==> src/rtl/ivector_rr_fifo_if.sv <==
`default_nettype none
// ============================================================================
//  Module   : ivector_rr_fifo_if
//  Purpose  : say / ind_heard handshake bundle for the round-robin vector FIFO
//  Revision : 1.0
// ============================================================================
interface ivector_rr_fifo_if #(
  parameter int CHANNELS   = 10,
  parameter int DATA_WIDTH = 32,
  parameter int IDX_WIDTH  = 32
);
  logic                  say__ENA;
  logic [IDX_WIDTH-1:0]  say_meth;
  logic [DATA_WIDTH-1:0] say_v;
  logic                  say__RDY;
  logic                  ind_heard__ENA;
  logic [IDX_WIDTH-1:0]  ind_heard_heard_meth;
  logic [DATA_WIDTH-1:0] ind_heard_heard_v;
  logic                  ind_heard__RDY;
  logic [CHANNELS-1:0]   nonempty;

  modport master (
    output say__ENA, say_meth, say_v, ind_heard__RDY,
    input  say__RDY, ind_heard__ENA, ind_heard_heard_meth, ind_heard_heard_v, nonempty
  );

  modport slave (
    input  say__ENA, say_meth, say_v, ind_heard__RDY,
    output say__RDY, ind_heard__ENA, ind_heard_heard_meth, ind_heard_heard_v, nonempty
  );
endinterface
`default_nettype wire

==> src/rtl/ivector_rr_fifo.sv <==
`default_nettype none
// ============================================================================
//  Module   : ivector_rr_fifo
//  Purpose  : per-channel FIFOs drained onto one indication port by round robin
//  Revision : 1.0
// ============================================================================
module ivector_rr_fifo #(
  parameter int CHANNELS   = 10,
  parameter int DEPTH      = 4,
  parameter int DATA_WIDTH = 32,
  parameter int IDX_WIDTH  = 32
) (
  input  wire logic         CLK,
  input  wire logic         RST,
  ivector_rr_fifo_if.slave  bus
);
  localparam int CW = $clog2(DEPTH + 1);
  localparam int PW = $clog2(DEPTH);
  localparam int GW = $clog2(CHANNELS);

  logic [DATA_WIDTH-1:0] r_mem     [CHANNELS][DEPTH];
  logic [PW-1:0]         r_rd_ptr  [CHANNELS];
  logic [PW-1:0]         r_wr_ptr  [CHANNELS];
  logic [CW-1:0]         r_count   [CHANNELS];
  logic [GW-1:0]         r_last_grant;

  logic                  w_in_range;
  logic [GW-1:0]         w_say_ch;
  logic                  w_say_rdy;
  logic                  w_enq;
  logic                  w_grant_valid;
  logic [GW-1:0]         w_grant;
  logic                  w_deq;
  logic                  w_push [CHANNELS];
  logic                  w_pop  [CHANNELS];

  // Full-width decode so out-of-range indices (any upper bits set) never alias.
  always_comb begin
    w_in_range = 1'b0;
    w_say_ch   = '0;
    for (int c = 0; c < CHANNELS; c++) begin
      if (bus.say_meth == IDX_WIDTH'(c)) begin
        w_in_range = 1'b1;
        w_say_ch   = GW'(c);
      end
    end
  end

  assign w_say_rdy = w_in_range && (r_count[w_say_ch] < CW'(DEPTH));
  assign w_enq     = bus.say__ENA && w_say_rdy;

  // Search starts one past the last winner so every channel gets a turn.
  always_comb begin
    w_grant_valid = 1'b0;
    w_grant       = '0;
    for (int i = 1; i <= CHANNELS; i++) begin
      if (!w_grant_valid && (r_count[(int'(r_last_grant) + i) % CHANNELS] != '0)) begin
        w_grant_valid = 1'b1;
        w_grant       = GW'((int'(r_last_grant) + i) % CHANNELS);
      end
    end
  end

  assign w_deq = w_grant_valid && bus.ind_heard__RDY;

  assign bus.say__RDY             = w_say_rdy;
  assign bus.ind_heard__ENA       = w_deq;
  assign bus.ind_heard_heard_meth = w_deq ? IDX_WIDTH'(w_grant) : '0;
  assign bus.ind_heard_heard_v    = w_deq ? r_mem[w_grant][r_rd_ptr[w_grant]] : '0;

  generate
    for (genvar c = 0; c < CHANNELS; c++) begin : g_chan
      assign w_push[c]       = w_enq && (w_say_ch == GW'(c));
      assign w_pop[c]        = w_deq && (w_grant == GW'(c));
      assign bus.nonempty[c] = (r_count[c] != '0);
    end
  endgenerate

  always_ff @(posedge CLK) begin
    if (RST) begin
      for (int c = 0; c < CHANNELS; c++) begin
        r_rd_ptr[c] <= '0;
        r_wr_ptr[c] <= '0;
        r_count[c]  <= '0;
      end
      r_last_grant <= GW'(CHANNELS - 1);
    end else begin
      for (int c = 0; c < CHANNELS; c++) begin
        if (w_push[c]) begin
          r_wr_ptr[c] <= r_wr_ptr[c] + PW'(1);
        end
        if (w_pop[c]) begin
          r_rd_ptr[c] <= r_rd_ptr[c] + PW'(1);
        end
        // Simultaneous push and pop leaves the occupancy unchanged.
        case ({w_push[c], w_pop[c]})
          2'b10:   r_count[c] <= r_count[c] + CW'(1);
          2'b01:   r_count[c] <= r_count[c] - CW'(1);
          default: r_count[c] <= r_count[c];
        endcase
      end
      if (w_deq) begin
        r_last_grant <= w_grant;
      end
    end
  end

  always_ff @(posedge CLK) begin
    if (!RST && w_enq) begin
      r_mem[w_say_ch][r_wr_ptr[w_say_ch]] <= bus.say_v;
    end
  end
endmodule
`default_nettype wire

==> src/flat_wrapper.sv <==
// flat-port wrapper written by rule: the top's interface ports become plain ports
module ivector_rr_fifo_flat 
#(
  parameter int CHANNELS   = 10,
  parameter int DEPTH      = 4,
  parameter int DATA_WIDTH = 32,
  parameter int IDX_WIDTH  = 32
)
  (CLK, RST, bus_say__ENA, bus_say_meth, bus_say_v, bus_ind_heard__RDY, bus_say__RDY, bus_ind_heard__ENA, bus_ind_heard_heard_meth, bus_ind_heard_heard_v, bus_nonempty);
  ivector_rr_fifo_if #(.CHANNELS(CHANNELS), .DATA_WIDTH(DATA_WIDTH), .IDX_WIDTH(IDX_WIDTH)) bus_i ();
  input  wire logic CLK;
  input  wire logic RST;
  input wire logic [$bits(bus_i.say__ENA)-1:0] bus_say__ENA;
  input wire logic [$bits(bus_i.say_meth)-1:0] bus_say_meth;
  input wire logic [$bits(bus_i.say_v)-1:0] bus_say_v;
  input wire logic [$bits(bus_i.ind_heard__RDY)-1:0] bus_ind_heard__RDY;
  output wire logic [$bits(bus_i.say__RDY)-1:0] bus_say__RDY;
  output wire logic [$bits(bus_i.ind_heard__ENA)-1:0] bus_ind_heard__ENA;
  output wire logic [$bits(bus_i.ind_heard_heard_meth)-1:0] bus_ind_heard_heard_meth;
  output wire logic [$bits(bus_i.ind_heard_heard_v)-1:0] bus_ind_heard_heard_v;
  output wire logic [$bits(bus_i.nonempty)-1:0] bus_nonempty;
  assign bus_i.say__ENA = bus_say__ENA;
  assign bus_i.say_meth = bus_say_meth;
  assign bus_i.say_v = bus_say_v;
  assign bus_i.ind_heard__RDY = bus_ind_heard__RDY;
  assign bus_say__RDY = bus_i.say__RDY;
  assign bus_ind_heard__ENA = bus_i.ind_heard__ENA;
  assign bus_ind_heard_heard_meth = bus_i.ind_heard_heard_meth;
  assign bus_ind_heard_heard_v = bus_i.ind_heard_heard_v;
  assign bus_nonempty = bus_i.nonempty;
  ivector_rr_fifo #(.CHANNELS(CHANNELS), .DEPTH(DEPTH), .DATA_WIDTH(DATA_WIDTH), .IDX_WIDTH(IDX_WIDTH)) u_core (.CLK(CLK), .RST(RST), .bus(bus_i));
endmodule
==> config.mk <==
export PLATFORM = sky130hd
export DESIGN_NAME = ivector_rr_fifo_flat
export DESIGN_NICKNAME = d
export VERILOG_FILES = /design/src/rtl/ivector_rr_fifo_if.sv /design/src/rtl/ivector_rr_fifo.sv /design/src/flat_wrapper.sv
export SDC_FILE = /design/constraint.sdc
export NUM_CORES = 2
export LEC_CHECK = 0
export CAP_MARGIN = 10
export CORE_MARGIN = 8
export CORE_UTILIZATION = 35
export CTS_CLUSTER_SIZE = 24
export DETAILED_ROUTE_END_ITERATION = 10
export GPL_ROUTABILITY_DRIVEN = 0
export PLACE_DENSITY_LB_ADDON = 0.25
export RECOVER_POWER = 100
export SYNTH_ARGS = -nofsm -noshare
export SYNTH_HDL_FRONTEND = slang
export SYNTH_SLANG_ARGS = --single-unit
==> constraint.sdc <==
create_clock -name CLK -period 12.4 [get_ports CLK]
set_input_delay 1.86 -clock CLK [delete_from_list [all_inputs] [get_ports CLK]]
set_output_delay 1.86 -clock CLK [all_outputs]
set_load 0.005 [all_outputs]
Word-level counts from Yosys, hierarchy flattened
Memories as Yosys holds them, arrays and structs flattened.
Index checks and enable logic that the tools add are counted.
{ "totals": {"regBits": 4, "mem_bits_rw": 1350, "input_bits": 68, "output_inout_bits": 76, "n_memories": 4} }
{ "mem_list": {"columns": ["memory", "words", "word_bits", "read_ports", "rd_clocked_by_memory_dff", "wr", "line", "text"], "rows": [
  ["u_core.r_mem", 10, 128, 1, 0, 1, "ivector_rr_fifo.sv:21", "logic [DATA_WIDTH-1:0] r_mem [CHANNELS][DEPTH];"],
  ["u_core.r_count", 10, 3, 21, 0, 10, "ivector_rr_fifo.sv:24", "logic [CW-1:0] r_count [CHANNELS];"],
  ["u_core.r_rd_ptr", 10, 2, 11, 0, 10, "ivector_rr_fifo.sv:22", "logic [PW-1:0] r_rd_ptr [CHANNELS];"],
  ["u_core.r_wr_ptr", 10, 2, 11, 0, 10, "ivector_rr_fifo.sv:23", "logic [PW-1:0] r_wr_ptr [CHANNELS];"]
]} }
{ "op_classes": {"n_addsub": 50, "div": 10, "magnitude_cmp": 4, "n_eq_ne": 47, "n_mux": 250, "n_bitwise": 52, "reduce_logical": 77} }
{ "op_table": {"columns": ["operator", "n"], "rows": [
  ["$mod 32x5->32 const B", 10],
  ["$mux 1", 174],
  ["$eq 32x3->1 const B", 4],
  ["$mux 128", 1],
  ["$mux 32", 4],
  ["$mux 3", 34],
  ["$bmux 32 s2", 1],
  ["$demux 32 s2", 1],
  ["$eq 32x2->1 const B", 2],
  ["$eq 32x4->1 const B", 2],
  ["$reduce_bool 3->1", 20],
  ["$mux 4", 13],
  ["$or 1x1->1", 50],
  ["$mux 2", 22],
  ["$add 2x1->2 const B", 20],
  ["$logic_and 1x1->1", 34],
  ["$eq 32x1->1 const B", 1],
  ["$eq 4x3->1 const B", 8],
  ["$logic_not 32->1", 1],
  ["$add 3x1->3 const B", 10],
  ["$sub 3x1->3 const B", 10],
  ["$add 4x3->5 const B", 4],
  ["$eq 2x1->1 const B", 10],
  ["$eq 2x2->1 const B", 10],
  ["other kinds (13)", 44]
]} }

Depth between registers and ports, before layout
An unclocked memory read counts as a cell.
{ "depth": {"ltp_word": 41, "depth_mapped": 34, "depth_no_buf": 28} }

Worst setup path before layout
No wires, ideal clock.
{ "synth_timing": {"kind": "register to output", "start": "register u_core.r_last_grant[2]", "end": "output port bus_ind_heard_heard_v[10]", "arrival_time_ns": 6.249, "path_slack_ns": 4.291, "stages_incl_launch_ff": 28, "path_buffers": 8, "cell_sequence": "dfxtp_1 > buf_2 > buf_2 > inv_1 > ha_1 > a21oi_1 > inv_1 > ha_1 > nor2b_1 > maj3_1 > o311ai_0 > a41oi_1 > a41o_1 > or4_1 > buf_2 > or4_1 > buf_2 > a21o_1 > buf_6 > and2_1 > buf_4 > nand2_1 > a311oi_1 > o31a_1 > or2_1 > buf_2 > buf_6 > o32ai_1"} }
{ "synth_between": {"elab_chain_len": 38, "word_cells_on_any_way": 77, "cone_classes": "add/sub (10); div (10); mux (24); bitwise (1); reduce/logical (29); memory (3)"} }
{ "synth_lines": {"columns": ["item", "line", "text"], "rows": [
  ["from (decl)", "ivector_rr_fifo.sv:25", "logic [GW-1:0] r_last_grant;"],
  ["from (signal assigned)", "ivector_rr_fifo.sv:86", "r_last_grant <= GW'(CHANNELS - 1);"],
  ["from (signal assigned)", "ivector_rr_fifo.sv:103", "r_last_grant <= w_grant;"],
  ["$add 4x1->5", "ivector_rr_fifo.sv:57, ivector_rr_fifo.sv:59", null],
  ["$mod 32x5->32", "ivector_rr_fifo.sv:57, ivector_rr_fifo.sv:59", null],
  ["$mem_v2 10x3", null, null],
  ["$reduce_bool 3->1", "ivector_rr_fifo.sv:57", "if (!w_grant_valid && (r_count[(int'(r_last_grant) + i) % CHANNELS] != '0)) begin"],
  ["$mux 1", "ivector_rr_fifo.sv:57", null],
  ["$logic_not 1->1", "ivector_rr_fifo.sv:57", null],
  ["$logic_and 1x1->1", "ivector_rr_fifo.sv:57", null],
  ["$mux 1", "ivector_rr_fifo.sv:57", null],
  ["[... 21 more ...]", null, null],
  ["$logic_not 1->1", "ivector_rr_fifo.sv:57", null],
  ["$logic_and 1x1->1", "ivector_rr_fifo.sv:57", null],
  ["$mux 4", "ivector_rr_fifo.sv:57", null],
  ["$mem_v2 10x2", null, null],
  ["$not 2->3 (implied by the code)", "ivector_rr_fifo.sv:69", "assign bus.ind_heard_heard_v = w_deq ? r_mem[w_grant][r_rd_ptr[w_grant]] : '0;"],
  ["$bmux 32 s2", "ivector_rr_fifo.sv:69", null],
  ["$mux 32 (implied by the code) (2 in series)", "ivector_rr_fifo.sv:69", null],
  ["$mux 32 *", "ivector_rr_fifo.sv:69", null],
  ["to (decl)", "flat_wrapper.sv:20", "output wire logic [$bits(bus_i.ind_heard_heard_v)-1:0] bus_ind_heard_heard_v;"]
]} }
Every way passes the cells marked *; elsewhere a longest branch is shown, timed or not. The select of a mux whose other input is x is not followed.

Final worst setup path
{ "layout_timing": {"start": "register u_core.r_last_grant[2]", "end": "output port bus_ind_heard_heard_v[24]"} }
Same word-level chain as after synthesis.

==> qor.yml <==
finish:
  fin_cells: 7011
  area_growth_pct: 13.11
  finish.utilization_pct: 39.84
  nets: 4832
  drive_above_1_share_pct: 7.930
  nFillCells: 15840
synthesis:
  ys_seq_area_share_pct: 68.12
  synth-xor-area-share_pct: 0.8079
  yosys.area.top_type: "edfxtp_1"
  synthTopCellsByArea: "edfxtp_1 68%, nand2_1 5.4%, a211oi_1 4.0%"
  synth_common_cells: "1350 x edfxtp_1, 853 x nand2_1, 318 x a211oi_1"
  synth-compound-area-share_pct: 12.08
  muxShareOfSynthArea_pct: 1.374
  ys_seq_elements: 1354
  synth.most_common_cell: "edfxtp_1"
  synth-edff-count: 1350
  yosysUniqueCellTypes: 85
  synth.avg_cell_area_um2: 12.83
  synth_top_area_share_pct: 67.99
  yosys.area_share.simple_pct: 12.77
  synthArstFlopShare_pct: 0
  synthAdderAreaFrac_pct: 1.620
  syn_inst: 4646
  synth_top_family_by_area: "simple AND/OR/NAND/NOR gates"
  synth_top_flop_cell: "edfxtp_1"
  ys.warnings.count: 0
  synth_area_um2: 59630
die:
  ioPinCount: 144
  die_x_um: 428.8
  coreArea_um2: 169300
  dieArea_um2: 183800
  die_h_um: 428.8
  start_util_pct: 35.22
  rows: 151
timing:
  slew_violations: 2550
  finalCritPeriodShare_pct: 95.80
  max_freq_mhz: 84.18
  min_period_ps: 11880
  setup_violations: 0
  tightest_slew_ps: 4200
  hold_violations: 0
  slew_headroom_pct: -180.0
  tns_ps: 0
  fin_skew_ps: 34.90
  rsz0062_at_grt: "no"
global_routing:
  antenna_found_initial: 5
  grt_pass1_vias: 38400
  grt_pass1_wl_um: 269600
  grt_overflow: 0
  groute.usage.overall_pct: 19.53
  grt_max_degree: 135
clock_tree:
  post_cts_buffers: 0
  cts_tree: "built"
  clock-sinks: 1354
  worstSkewPairLatency_ps: 760
  cts-root-buf: "clkbuf_16"
  cts.htree.levels: 4
  cts_buffers: 137
  hold_buffers: 0
  ctsLongestPathBuffers: 3
  cts.clk_slew.worst_paths_ps: 70
route:
  drt-total-wl_um: 187600
  wl_per_cell_um: 26.76
  vias: 40310
  antenna_left: 0
  drtPass1Iterations: 6
  viasPerCell: 5.749
  remaining_drc_errors: 0
  drt_iter0_markers: 4728
place:
  dp.cells: 6775
  dp_hpwl_um: 98450
  io_buffers: 115
worst_setup_path:
  critPathCaptureType: "output port"
  crit_path_max_incr_delay_ps: 850
  path_delay_family: "compound AO/OA/AOI/OAI gates"
  cp.depth: 21
  startpoint_type: "flop"
  path_class: "reg -> out"
  worstPathMaxFanout: 22
  critPathBufInv: 4
  critPathSlowestCell: "dfxtp_1"
  cp_common_cell: "a211oi_1"
  ff2ff_path_depth: 25
  cp_cell_sequence: "inv_1, ha_1, inv_1, nand2_1, ha_1, nand2b_1, nand2_1, nand3_1, a211oi_1, o311a_1, o32ai_2, or4_1, or4_1, a32o_1, a211oi_1, mux2i_1, o221ai_4, clkbuf_2, a211oi_1, o32ai_1, clkdlybuf4s50_1"
  cp.required_ps: 10540
  cp.arrival_ps: 10020
status:
  violations: "max-capacitance violations, max-slew violations"
  status: "finished, violations left"
min_path:
  min_path_type: "reg -> reg"
  hold_depth: 1
run:
  drv_cap: 73
registers in the layout, summed over array words and instances (netlist names):
| name | cells |
|---|---|
| u_core.r_mem | 1280 |
| u_core.r_rd_ptr | 20 |
| u_core.r_wr_ptr | 20 |
| u_core.r_last_grant | 4 |
| u_core.r_count | 30 |
logic make-up after synthesis:
kind of cell,after synthesis
buffers and inverters,448
multiplexers,67
AND/OR/NAND/NOR,1653
flip-flops,1354
XOR/XNOR,55
adder cells (fa/ha/maj),73
AO/OA/AOI/OAI,995
other,1
routing by layer:
layer | GRT usage, % | wire length [um] | vias up
li1 | - | - | 17900
met1 | 27.07 | 80980 | 20510
met2 | 30.81 | 85480 | 1578
met3 | 3.314 | 14050 | 317
met4 | 7.327 | 7085 | 4
met5 | 0 | 27 | -
cells in the final DEF, fill, tap and decap left out, types with 19 or more instances in the layout:
| cell | instances |
|---|---|
| a211oi_1 | 318 |
| a21oi_1 | 47 |
| a311oi_1 | 39 |
| a31oi_1 | 233 |
| and3_1 | 270 |
| buf_4 | 53 |
| clkbuf_1 | 102 |
| clkbuf_16 | 140 |
| clkdlybuf4s50_1 | 53 |
| clkinv_1 | 32 |
| clkinv_2 | 22 |
| conb_1 | 28 |
| dlygate4sd3_1 | 61 |
| edfxtp_1 | 1350 |
| ha_1 | 58 |
| inv_1 | 65 |
| mux2_2 | 39 |
| mux2i_1 | 20 |
| nand2_1 | 852 |
| nand2b_1 | 31 |
| nand3_1 | 145 |
| nor2_1 | 101 |
| nor2_4 | 36 |
| nor3_1 | 102 |
| o211ai_1 | 39 |
| o21a_1 | 37 |
| o21ai_0 | 65 |
| o221ai_1 | 66 |
| o32ai_1 | 37 |
| or2_2 | 19 |
| xnor2_1 | 41 |
metrics by stage:
| stage | hold WS, ps | setup slack (ps) | cell area (um2) |
|---|---|---|---|
| final | 588.6 | 521.1 | 67440 |
| after global routing | 594.1 | 40.33 | 67440 |
| after CTS | 581.4 | 373.3 | 67760 |
| after detailed placement | 572.6 | 1258 | 63660 |
| after global placement | 574.3 | 1366 | 63660 |
| after floorplan | 550.9 | 4291 | 59730 |
layout make-up:
cell class | count | area [um2] | area share [%]
multi-input cells | 2871 | 17570 | 26.06
flip-flops and latches | 1354 | 40620 | 60.23
inverters | 69 | 259.0 | 0.3840
clock inverters | 68 | 491.7 | 0.7291
well taps | 2218 | 2775 | 4.115
clock buffers | 166 | 3601 | 5.339
repair buffers | 264 | 2121 | 3.145
diodes | 1 | 2.502 | 0.003710
worst paths after layout:
kind	start	endpoint	slack (ps)
setup / recovery	u_core.r_last_grant[2]	bus_ind_heard_heard_v[24]	520
setup reg to reg	u_core.r_last_grant[2]	u_core.r_count[5][2]	3440
hold reg to reg	u_core.r_count[8][0]	u_core.r_count[8][0]	590
hold / removal	u_core.r_count[8][0]	u_core.r_count[8][0]	590
what timing repair did:
| item | in CTS | in global routing |
|---|---|---|
| resized for setup | 0 | 2 |
| setup endpoints to repair | 0 | 24 |
| hold endpoints to repair | 0 | 0 |
Power is not shown: default switching activity piles up to over one toggle a cycle in this logic, so the estimate is an artifact.
